`src/rtl/fp_pkg.sv`:
```
// Shared types and constants for the binary32 <-> int32 converter.
// Contents: operation and FSM state enums, binary32/int32 format constants,
// and the bit positions of the {invalid, inexact} flag pair.
package fp_pkg;

    typedef enum logic {
        CONV_I2F = 1'b0,
        CONV_F2I = 1'b1
    } conv_op_e;

    typedef enum logic [1:0] {
        IDLE  = 2'd0,
        SHIFT = 2'd1,
        ROUND = 2'd2,
        DONE  = 2'd3
    } conv_state_e;

    localparam logic [7:0]  FP_BIAS    = 8'd127;
    localparam logic [7:0]  FP_EXP_I32 = 8'd158;  // exponent of 2^31
    localparam logic [7:0]  FP_EXP_MAX = 8'd255;
    localparam logic [31:0] INT32_MIN  = 32'h8000_0000;
    localparam logic [31:0] INT32_MAX  = 32'h7FFF_FFFF;

    localparam int FLAG_INVALID = 1;
    localparam int FLAG_INEXACT = 0;

endpackage

```
`src/rtl/fp_round_rne.sv`:
```
// Round-to-nearest-even packer for a normalised 32-bit magnitude.
// Ports:
//   sign_i     sign of the result
//   exp_i      biased exponent belonging to mag_i[31] (9 bits)
//   mag_i      normalised magnitude, mag_i[31] must be 1
//   result_o   packed binary32 {sign, exp, frac}
//   inexact_o  any discarded bit was non-zero
module fp_round_rne (
    input  logic        sign_i,
    input  logic [8:0]  exp_i,
    input  logic [31:0] mag_i,
    output logic [31:0] result_o,
    output logic        inexact_o
);

    logic        guard;
    logic        sticky;
    logic        round_up;
    logic [24:0] sig_sum;
    logic [8:0]  exp_adj;
    logic [22:0] frac;
    logic        unused_exp_msb;

    always_comb begin
        guard    = mag_i[7];
        sticky   = |mag_i[6:0];
        round_up = guard & (sticky | mag_i[8]);
        sig_sum  = {1'b0, mag_i[31:8]} + {24'd0, round_up};
        // Carry out of the significand: value became 2.0, so frac wraps to 0.
        exp_adj  = exp_i + {8'd0, sig_sum[24]};
        frac     = sig_sum[24] ? 23'd0 : sig_sum[22:0];
        result_o  = {sign_i, exp_adj[7:0], frac};
        inexact_o = guard | sticky;
    end

    // Exponent never exceeds 8 bits for int32 inputs.
    assign unused_exp_msb = exp_adj[8];

endmodule

```
`src/rtl/fp_int_convert.sv`:
```
// Multi-cycle converter between binary32 and signed int32 using a
// one-bit-per-cycle normalise/denormalise shifter.
// Ports:
//   clk, rst_n            clock, async active-low reset
//   in_valid/in_ready     request handshake (ready only in IDLE)
//   in_op                 0 = int->float, 1 = float->int (truncate)
//   in_data               operand
//   out_valid/out_ready   result handshake
//   out_data              result
//   out_flags             {invalid, inexact}
//
// state | meaning
// IDLE  | waiting for a request
// SHIFT | normalise (i2f, left) or denormalise (f2i, right), one bit/cycle
// ROUND | pack/round (i2f) or apply sign (f2i) into the output registers
// DONE  | result held until out_ready
module fp_int_convert
    import fp_pkg::*;
(
    input  logic        clk,
    input  logic        rst_n,
    input  logic        in_valid,
    output logic        in_ready,
    input  logic        in_op,
    input  logic [31:0] in_data,
    output logic        out_valid,
    input  logic        out_ready,
    output logic [31:0] out_data,
    output logic [1:0]  out_flags
);

    conv_state_e state_q, state_d;
    conv_op_e    op_q, op_d;
    logic        sign_q, sign_d;
    logic [31:0] mag_q, mag_d;
    logic [8:0]  exp_q, exp_d;
    logic [4:0]  count_q, count_d;
    logic        sticky_q, sticky_d;
    logic [31:0] out_data_q, out_data_d;
    logic [1:0]  out_flags_q, out_flags_d;

    logic [7:0]  in_exp;
    logic [22:0] in_frac;
    logic [7:0]  shift_amt;
    logic [31:0] rnd_result;
    logic        rnd_inexact;

    assign in_exp    = in_data[30:23];
    assign in_frac   = in_data[22:0];
    assign shift_amt = FP_EXP_I32 - in_exp;

    fp_round_rne u_round (
        .sign_i    (sign_q),
        .exp_i     (exp_q),
        .mag_i     (mag_q),
        .result_o  (rnd_result),
        .inexact_o (rnd_inexact)
    );

    always_comb begin
        state_d     = state_q;
        op_d        = op_q;
        sign_d      = sign_q;
        mag_d       = mag_q;
        exp_d       = exp_q;
        count_d     = count_q;
        sticky_d    = sticky_q;
        out_data_d  = out_data_q;
        out_flags_d = out_flags_q;

        unique case (state_q)
            IDLE: begin
                if (in_valid) begin
                    op_d     = conv_op_e'(in_op);
                    sign_d   = in_data[31];
                    sticky_d = 1'b0;
                    count_d  = 5'd0;
                    exp_d    = 9'd0;
                    mag_d    = 32'd0;
                    if (conv_op_e'(in_op) == CONV_I2F) begin
                        if (in_data == 32'd0) begin
                            out_data_d  = 32'd0;
                            out_flags_d = 2'b00;
                            state_d     = DONE;
                        end else begin
                            // -2^31 negates to itself, which is the right magnitude.
                            mag_d   = in_data[31] ? (~in_data + 32'd1) : in_data;
                            exp_d   = {1'b0, FP_EXP_I32};
                            state_d = SHIFT;
                        end
                    end else begin
                        out_flags_d = 2'b00;
                        if (in_exp == FP_EXP_MAX && in_frac != 23'd0) begin
                            out_data_d                = INT32_MAX;
                            out_flags_d[FLAG_INVALID] = 1'b1;
                            state_d                   = DONE;
                        end else if (in_exp < FP_BIAS) begin
                            out_data_d                = 32'd0;
                            out_flags_d[FLAG_INEXACT] = |in_data[30:0];
                            state_d                   = DONE;
                        end else if (in_exp >= FP_EXP_I32) begin
                            out_data_d = in_data[31] ? INT32_MIN : INT32_MAX;
                            // -2^31 exactly is representable.
                            out_flags_d[FLAG_INVALID] =
                                !(in_data[31] && in_exp == FP_EXP_I32 && in_frac == 23'd0);
                            state_d = DONE;
                        end else begin
                            mag_d   = {1'b1, in_frac, 8'd0};
                            count_d = shift_amt[4:0];
                            state_d = SHIFT;
                        end
                    end
                end
            end

            SHIFT: begin
                if (op_q == CONV_I2F) begin
                    if (mag_q[31]) begin
                        state_d = ROUND;
                    end else begin
                        mag_d = {mag_q[30:0], 1'b0};
                        exp_d = exp_q - 9'd1;
                    end
                end else begin
                    if (count_q == 5'd0) begin
                        state_d = ROUND;
                    end else begin
                        mag_d    = {1'b0, mag_q[31:1]};
                        sticky_d = sticky_q | mag_q[0];
                        count_d  = count_q - 5'd1;
                    end
                end
            end

            ROUND: begin
                out_flags_d = 2'b00;
                if (op_q == CONV_I2F) begin
                    out_data_d                = rnd_result;
                    out_flags_d[FLAG_INEXACT] = rnd_inexact;
                end else begin
                    out_data_d                = sign_q ? (~mag_q + 32'd1) : mag_q;
                    out_flags_d[FLAG_INEXACT] = sticky_q;
                end
                state_d = DONE;
            end

            DONE: begin
                if (out_ready) begin
                    state_d = IDLE;
                end
            end

            default: state_d = IDLE;
        endcase
    end

    always_ff @(posedge clk or negedge rst_n) begin
        if (!rst_n) begin
            state_q     <= IDLE;
            op_q        <= CONV_I2F;
            sign_q      <= 1'b0;
            mag_q       <= 32'd0;
            exp_q       <= 9'd0;
            count_q     <= 5'd0;
            sticky_q    <= 1'b0;
            out_data_q  <= 32'd0;
            out_flags_q <= 2'b00;
        end else begin
            state_q     <= state_d;
            op_q        <= op_d;
            sign_q      <= sign_d;
            mag_q       <= mag_d;
            exp_q       <= exp_d;
            count_q     <= count_d;
            sticky_q    <= sticky_d;
            out_data_q  <= out_data_d;
            out_flags_q <= out_flags_d;
        end
    end

    assign in_ready  = (state_q == IDLE);
    assign out_valid = (state_q == DONE);
    assign out_data  = out_data_q;
    assign out_flags = out_flags_q;

endmodule

```
`config.mk`:
```
export PLATFORM = sky130hd
export DESIGN_NAME = fp_int_convert
export DESIGN_NICKNAME = d
export VERILOG_FILES = /design/src/rtl/fp_pkg.sv /design/src/rtl/fp_round_rne.sv /design/src/rtl/fp_int_convert.sv
export SDC_FILE = /design/constraint.sdc
export NUM_CORES = 1
export LEC_CHECK = 0
export BUFFER_PORTS_ARGS = -buffer_cell sky130_fd_sc_hd__buf_2
export CAP_MARGIN = 20
export CELL_PAD_IN_SITES_DETAIL_PLACEMENT = 0
export CELL_PAD_IN_SITES_GLOBAL_PLACEMENT = 2
export CORE_MARGIN = 4
export CORE_UTILIZATION = 25
export DETAILED_ROUTE_END_ITERATION = 8
export GPL_ROUTABILITY_DRIVEN = 0
export PLACE_DENSITY = 0.58
export SLEW_MARGIN = 20
export SYNTH_ARGS = -nofsm -noshare
export SYNTH_HDL_FRONTEND = slang
export SYNTH_SLANG_ARGS = --single-unit
```
`constraint.sdc`:
```
create_clock -name clk -period 3.1 [get_ports clk]
set_input_delay 0.31 -clock clk [delete_from_list [all_inputs] [get_ports clk]]
set_output_delay 0.31 -clock clk [all_outputs]
set_load 0.02 [all_outputs]
```
; Word-level counts from Yosys, hierarchy flattened
; Index checks and enable logic that the tools add are counted.
[classes]
addsub = 7
n_bitwise = 6
magnitude_cmp = 2
reduce_logical = 21
n_eq_ne = 17
n_mux = 61
[op_table]
columns = operator, n
row1 = 2-to-1 mux 32 bit, 19
row2 = one-hot mux 32 bit (2 select lines), 2
row3 = adder 32 x 1 -> 32 bit (second input constant), 2
row4 = inverter 32 bit, 2
row5 = 2-to-1 mux 5 bit, 7
row6 = zero test 32 bit, 1
row7 = OR reduction 31 bit, 1
row8 = 2-to-1 mux 9 bit, 3
row9 = 2-to-1 mux 2 bit, 13
row10 = adder 24 x 1 -> 25 bit, 1
row11 = zero test 23 bit, 1
row12 = 2-to-1 mux 23 bit, 1
row13 = nonzero test 23 bit, 1
row14 = AND reduction 4 bit, 5
row15 = one-hot mux 9 bit (2 select lines), 1
row16 = == test 8 bit (second input constant), 2
row17 = 2-to-1 mux 8 bit, 2
row18 = inequality test 3 bit (second input constant), 4
row19 = inequality test 2 bit (second input constant), 5
row20 = one-hot mux 5 bit (2 select lines), 1
row21 = 2-to-1 mux 1 bit, 9
row22 = subtractor 9 x 1 -> 9 bit (second input constant), 1
row23 = adder 8 x 1 -> 8 bit, 1
row24 = greater-or-equal comparator 8 bit (second input constant), 1
row25 = other kinds (21), 28
[word_totals]
wordCells = 124
regBits = 85
input_bits = 37
out_inout_bits = 36

; Logic depth before layout (Yosys ltp)
; Gate-level depths: netlist of the first run.
[depth]
word_depth = 10
mapped_depth = 14
depth_no_buf = 13

; Cells and area by module
; Synthesis of the first run repeated with hierarchy kept, for this count alone.
[hier_totals]
hier_cells = 861
hier_area_um2 = 6989.2
[modules_own_cells]
columns = module, area_each_um2, cells_each, seq_area_each_um2, instances
row1 = fp_int_convert, 6253.5, 756, 2127.0, 1
row2 = fp_round_rne, 735.7, 105, 0.0, 1

; Worst setup path before layout of the first run
; No wires, ideal clock.
[synth_timing]
kind = register to register
start = register mag_q[8]
end = register out_data_q[29], in the netlist out_data[29]
stages_incl_launch_ff = 15
slack_ns = -0.060
setup_ns = 0.067
t_required_ns = 3.033
arrival_time_ns = 3.093
path_buffers = 1
synth_period_minus_slack_ns = 3.160
path_cell_list = dfrtp_1 clkbuf_1 and2_1 ha_1 nand3_1 or4_1 nor4_2 ha_1 ha_1 nand3_1 nor2_1 xor2_1 nor2_1 a21oi_1 o221a_1
[synth_via]
elab_chain_len = 6
elab_cells_between_ends = 9
classes_between = add/sub: 3 / mux: 3 / bitwise: 3
[synth_rtl]
columns = item, line_no
row1 = from (decl), fp_int_convert.sv:35  ; logic [31:0] mag_q, mag_d;
row2 = from (signal assigned), fp_int_convert.sv:172  ; mag_q <= mag_d;
row3 = OR 1 bit, fp_round_rne.sv:27  ; round_up = guard & (sticky | mag_i[8]);
row4 = AND 1 bit, fp_round_rne.sv:27
row5 = adder 24 x 1 -> 25 bit, fp_round_rne.sv:28  ; sig_sum = {1'b0, mag_i[31:8]} + {24'd0, round_up};
row6 = adder 8 x 1 -> 8 bit, fp_round_rne.sv:30  ; exp_adj = exp_i + {8'd0, sig_sum[24]};
row7 = 2-to-1 mux 32 bit (*), fp_int_convert.sv:137  ; if (op_q == CONV_I2F) begin
row8 = one-hot mux 32 bit (2 select lines) (*), fp_int_convert.sv:71  ; unique case (state_q)
row9 = to (signal assigned), fp_int_convert.sv:176  ; out_data_q <= out_data_d;
row10 = to (decl), fp_int_convert.sv:39  ; logic [31:0] out_data_q, out_data_d;
; Mark *: on every way between the ends. The rest lies on a longest branch, timed or not.
; A chain may end at the register's enable or synchronous reset.

; Worst setup path after layout of the first run
; Ends and elaborated chain as after synthesis.

==> metrics.cfg, run 1 <==
[sta]
max-slew-margin-rel=0.420
tns_ns=0
maxSlewViolCount=0
setup_viol=0
finClkSkew_ns=0.0128
worst_pin_slew_ns=0.867
fmax_mhz=356
hold_slack_ns=0.00248
rsz0062_at_grt=false
finalCritPeriodShare=0.907
period_needed_ns=2.81
hold_viol=0

[final_layout]
fin_cells=1238
post-route-cell-area_um2=8050
layout-drive-gt1-share=0.189
nets=951
post-route-util=0.305
diodes=0
syn_to_final_growth_pct=19.2

[yosys]
syn-cell-area_um2=6750
ys_seq_area_frac=0.311
synthCells=833
synth_flop_cell=dfrtp_1
synthArstFlopShare=1.00
syn-num-nets=886
post_synth_num_cell_types=69
synth_edf_count=0
ys_warn_count=0
ys_ff_latch=84
syn_area_per_cell_um2=8.11

[global_routing]
grt_max_degree=85
antenna_found_initial=0
grt_pass1_vias=6314
grt_pass1_wl_um=39500
grt_usage=0.170
grt_overflow=0

[power_and_ir_drop]
internal_power_uw=4490
irDropWorstVdd_mv=0.417
power_switching_uw=4340
p_clk_frac=0.127
power.share.sequential=0.248
switching_share=0.492
leakagePower_uw=0.00314
power.density_nw_per_um2=1100
combPwrFrac=0.624

[setup_path]
critPathTopFamily=simple AND/OR/NAND/NOR gates
r2r_cells=13
cp_num_cells=13
cp_num_buf_inv=0
critical_path.max_fanout=3
cp_common_cell=ha_1
cpMaxStageDelayCell=or4_1
crit_arrival_ns=3.09
cp-end-kind=flop
required_ns=3.38
worstPathCellList=and2_1, ha_1, nand3_1, or4_1, nor4_4, ha_1, ha_1, nand3_1, nor2_1, xor2_1, nor2_1, a21oi_1, o221a_1
cp-start-kind=flop
r2r_slack_ns=0.29
worstSetupPathType=flop to flop
max_stage_delay_ns=0.55

[floorplan]
core_um2=26400
num_rows=59
die_w_um=172
die_area_um2=29700
io_pins=73
start_util=0.256
die_h_um=172

[clock_tree]
cts_tree=built
cts-root-buf=clkbuf_16
clock_path_buffers=2
cts_hold_buf=0
postCtsSetupBuffers=0
numCtsBuffers=9
clk_latency_ns=0.36
cts.clk_slew.worst_paths_ns=0.07
cts.sinks=84
cts-htree-levels=3

[run_status]
failed_checks=DRC
status=finished with violations

[place]
port-buffer-count=72
detailed_place.area_um2=7740
dp_hpwl_um=19000
place_inst=1222

[route]
ant_nets=0
drt-initial-drc-count=632
wire_per_inst_um=20.1
firstDrtPassIters=9
drc=8
num_vias=6546
routed_via_density=5.29
wirelength_um=24900

[job]
drv_cap=0

[worst_hold_path]
hp-class=primary input to asynchronous set/reset pin

## metrics by stage
step | setup WS (ns) | total power (uW)
floorplan | 0.0554 | 5910
global route | 0.0417 | 9610
global placement | 0.110 | 7760
finish | 0.290 | 8830
detailed placement | 0.0737 | 7730
CTS | 0.0426 | 8900
## cells in the final DEF (no fill, tap or decap), drive strengths merged, types with 7 or more instances in the layout
master and instances:
a211oi 7, a21oi 51, a221oi 13, a222oi 18, a22o 8, a31oi 24
and2 7, and3 8, buf 133, clkbuf 11, dfrtp 84, ha 16
inv 27, nand2 77, nand2b 11, nand3 20, nand4 9, nor2 77
nor2b 8, nor3 21, nor4 13, o21ai 37, o221a 15, o22a 11
o22ai 11, o31ai 19, o41ai 15, or3 10, xnor2 51, xor2 29
## kinds of logic (layout without fill, tap and decap cells)
logic type      Yosys count  count (layout)  share of synthesized area
simple gates            279             279                      0.202
compound gates          258             258                      0.276
buf+inv                 107             177                     0.0628
flops                    84              84                      0.311
xor+xnor                 80              80                      0.104
fa+ha+maj                16              16                     0.0296
mux                       9               9                     0.0144
## per-layer routing
layer  wire length [um]  GRT usage  vias to the layer above
met5                  0          0                        -
met4                231     0.0369                        0
met3                895     0.0133                       11
met2              10600      0.245                      165
met1              13100      0.272                     3140
li1                   -          -                     3230
## cell type report
class                      instances  area, um^2
tap                              335         419
clock buffer                      11         243
clock inverter                     5        60.1
inverter                          28         105
multi-input combinational        642        4270
timing repair buffer             133         846
sequential                        84        2100
fill                            2850       18300
## flip-flops by register name (all words and copies together) (netlist names)
name and count:
count_q 5, exp_q 8, mag_q 32, op_q 1
out_data 32, out_flags 2, sign_q 1, state_q 2
sticky_q 1
## what timing repair did
action / 4_1_cts / 5_1_grt
resized for setup: 0 / 1
hold endpoints to repair: 0 / 0
endpoints found under the setup margin: 0 / 4
## power by group through the flow
| stage | registers, uW | clock network (uW) | logic [uW] |
|---|---|---|---|
| 2_1_floorplan | 2280 | 0 | 3630 |
| 3_3_place_gp | 2220 | 0 | 5550 |
| 3_5_place_dp | 2220 | 0 | 5510 |
| 4_1_cts | 2200 | 1160 | 5530 |
| 5_1_grt | 2290 | 1200 | 6120 |
| 6_report | 2190 | 1130 | 5510 |
## synth_stat cells, types with 9 or more instances
| library cell | count | area, um^2 |
|---|---|---|
| xor2_1 | 29 | 254 |
| nand2b_1 | 11 | 68.8 |
| nand2_1 | 76 | 285 |
| xnor2_1 | 51 | 447 |
| o21ai_0 | 35 | 175 |
| a21oi_1 | 51 | 255 |
| clkbuf_1 | 64 | 240 |
| dfrtp_1 | 84 | 2100 |
| a222oi_1 | 18 | 180 |
| o31ai_1 | 19 | 143 |
| o22ai_1 | 11 | 68.8 |
| buf_2 | 9 | 45.0 |
| nand3_1 | 20 | 100 |
| a221oi_1 | 13 | 114 |
| o22a_1 | 11 | 96.3 |
| a31oi_1 | 24 | 150 |
| nand4_1 | 9 | 56.3 |
| ha_1 | 16 | 200 |
| or3_1 | 10 | 62.6 |
| nor2_1 | 77 | 289 |
| o221a_1 | 10 | 113 |
| o41ai_1 | 15 | 131 |
| nor3_1 | 21 | 105 |
| inv_1 | 26 | 97.6 |
| nor4_1 | 12 | 75.1 |
## worst paths after layout
path | start | endpoint
max in group asynchronous | rst_n | mag_q[13]
max reg2reg | mag_q[8] | out_data[29]
max | mag_q[8] | out_data[29]
min | rst_n | exp_q[5]
min in group clk | in_valid | op_q
min reg2reg | sticky_q | sticky_q
(Power assumes the default switching activity.)
==> run 2: changes to the inputs <==
--- a/config.mk
+++ b/config.mk
@@ -13,7 +13,8 @@
 export CORE_UTILIZATION = 25
 export DETAILED_ROUTE_END_ITERATION = 8
 export GPL_ROUTABILITY_DRIVEN = 0
-export PLACE_DENSITY = 0.58
+export HOLD_SLACK_MARGIN = 0.15
+export PLACE_DENSITY_LB_ADDON = 0.08
 export SLEW_MARGIN = 20
 export SYNTH_ARGS = -nofsm -noshare
 export SYNTH_HDL_FRONTEND = slang
==> run 2 against run 1 <==
Final cell count fell by 0.16%. Global-route usage is 0.36 points higher. Wire length rose by 2.3%. The run now ends clean. First-iteration DRC count shrank 13%. Register-to-register slack improved by 0.02 ns. Critical path depth did not move. Die area did not move. Final area decreased by 0.61%. Critical endpoint unchanged. Flip-flop and latch count unchanged.
==> metrics.cfg, run 2 (same netlist as run 1, synthesis figures left out) <==
[final_layout]
syn_to_final_growth_pct=18.4
nets=950
layout-drive-gt1-share=0.186
mostFrequentLayoutCells=84 x dfrtp_1, 77 x nor2_1, 76 x nand2_1, 71 x buf_2, 59 x buf_4
final_common_cell=dfrtp_1
diodes=0

[route]
routed_via_density=5.37
wirelength_um=25500
ant_nets=0
drt-initial-drc-count=548
num_vias=6637
firstDrtPassIters=8
drc=0
wire_per_inst_um=20.6

[sta]
rsz0062_at_grt=false
hold_slack_ns=0.297
period_needed_ns=2.79
finClkSkew_ns=0.0123
hold_viol=0
tns_ns=0
finalCritPeriodShare=0.900
worst_pin_slew_ns=1.03
max-slew-margin-rel=0.306
fmax_mhz=358
maxSlewViolCount=0
setup_viol=0

[power_and_ir_drop]
power.density_nw_per_um2=1090
internal_power_uw=4410
leakagePower_uw=0.00311
switching_share=0.496
p_clk_frac=0.121
power.share.sequential=0.250
combPwrFrac=0.630
power_switching_uw=4340
irDropWorstVdd_mv=0.393

[setup_path]
cp-end-kind=flop
cpMaxStageDelayCell=or4_1
cp_num_buf_inv=0
cp_common_cell=ha_1
worstSetupPathType=flop to flop
critPathTopFamily=simple AND/OR/NAND/NOR gates
max_stage_delay_ns=0.56
required_ns=3.39
worstPathCellList=and2_1, ha_1, nand3_1, or4_1, nor4_4, ha_1, ha_1, nand3_1, nor2_1, xor2_1, nor2_1, a21oi_1, o221a_1
critical_path.max_fanout=3
crit_arrival_ns=3.08
cp-start-kind=flop

[job]
drv_cap=0

[clock_tree]
clock_path_buffers=2
clk_latency_ns=0.36
postCtsSetupBuffers=0
cts-root-buf=clkbuf_16
cts_tree=built
cts.clk_slew.worst_paths_ns=0.07
numCtsBuffers=9
cts.sinks=84
cts-htree-levels=3

[global_routing]
grt_pass1_wl_um=39500
antenna_found_initial=0
grt_overflow=0
grt_pass1_vias=6503
grt_max_degree=65
grt_usage=0.173

[floorplan]
die_area_um2=29700
num_rows=59
io_pins=73
die_h_um=172
start_util=0.256
core_um2=26400
die_w_um=172

[worst_hold_path]
hp-class=primary input to flop

[place]
port-buffer-count=72
dp_hpwl_um=19700

[run_status]
status=finished clean

[run 2: changes by cell type in the layout (fill, tap and decap cells not counted)]
cell,change
buf_12,-1
buf_4,-1
bufinv_16,-1
clkbuf_8,+1
clkinv_2,-1
clkinv_4,-1
clkinvlp_4,+2
dlygate4sd3_1,+1
inv_6,-1
o21ai_2,+1
o21ai_4,-1
[run 2: per-stage QoR]
| stage | total power (uW) | instances | utilization | worst slack, ns | area (um^2) |
|---|---|---|---|---|---|
| 4_1_cts | 8830 | 1236 | 0.303 | 0.0894 | 7990 |
| 5_1_grt | 9510 | 1236 | 0.304 | 0.0286 | 8000 |
| 2_1_floorplan | 5910 | 833 | - | 0.0554 | 6760 |
| 3_3_place_gp | 7740 | 1220 | 0.292 | 0.127 | 7700 |
| 3_5_place_dp | 7740 | 1220 | 0.292 | 0.0925 | 7700 |
| 6_report | 8750 | 1236 | 0.304 | 0.309 | 8000 |
[run 2: final timing paths]
path | startpoint | end | slack, ns | cells past startpoint
min | in_valid | op_q | 0.30 | 3
min in group asynchronous | rst_n | exp_q[4] | 0.61 | 2
min reg2reg | sticky_q | sticky_q | 0.50 | 2
max reg2reg | mag_q[7] | out_data[29] | 0.31 | 13
max in group asynchronous | rst_n | out_data[10] | 1.80 | 3
max | mag_q[7] | out_data[29] | 0.31 | 13
[run 2: layer usage]
layer	global-route usage	wire (um)
met5	0	0
met4	0.0554	473
met3	0.0174	1020
met2	0.250	10700
met1	0.268	13300
[run 2: final cells by class]
cell class              instances  area, um^2
multi-input cells             642        4270
clock inverters                 3        22.5
clock buffers                  12         256
repair buffers                132         828
flip-flops and latches         84        2100
inverters                      28         105
fillers                      2837       18400
well taps                     335         419
[run 2: power groups by stage]
stage                     sequential (uW)  clock (uW)  combinational (uW)
final                                2180        1060                5510
after detailed placement             2220           0                5520
after global routing                 2290        1120                6100
after floorplan                      2280           0                3630
after global placement               2200           0                5540
after CTS                            2200        1080                5550
[run 2: repair_timing]
| item | CTS | global route |
|---|---|---|
| gates resized for setup | 0 | 1 |
| endpoints found under the hold margin | 62 | 0 |
| endpoints found under the setup margin | 0 | 3 |
| hold buffers | 1 | 0 |
[run 2: worst min-delay path: cells and delay by family]
family / cells / cell delay, ns
buffers and inverters: 1 / 0.13
and+or+nand+nor: 2 / 0.18
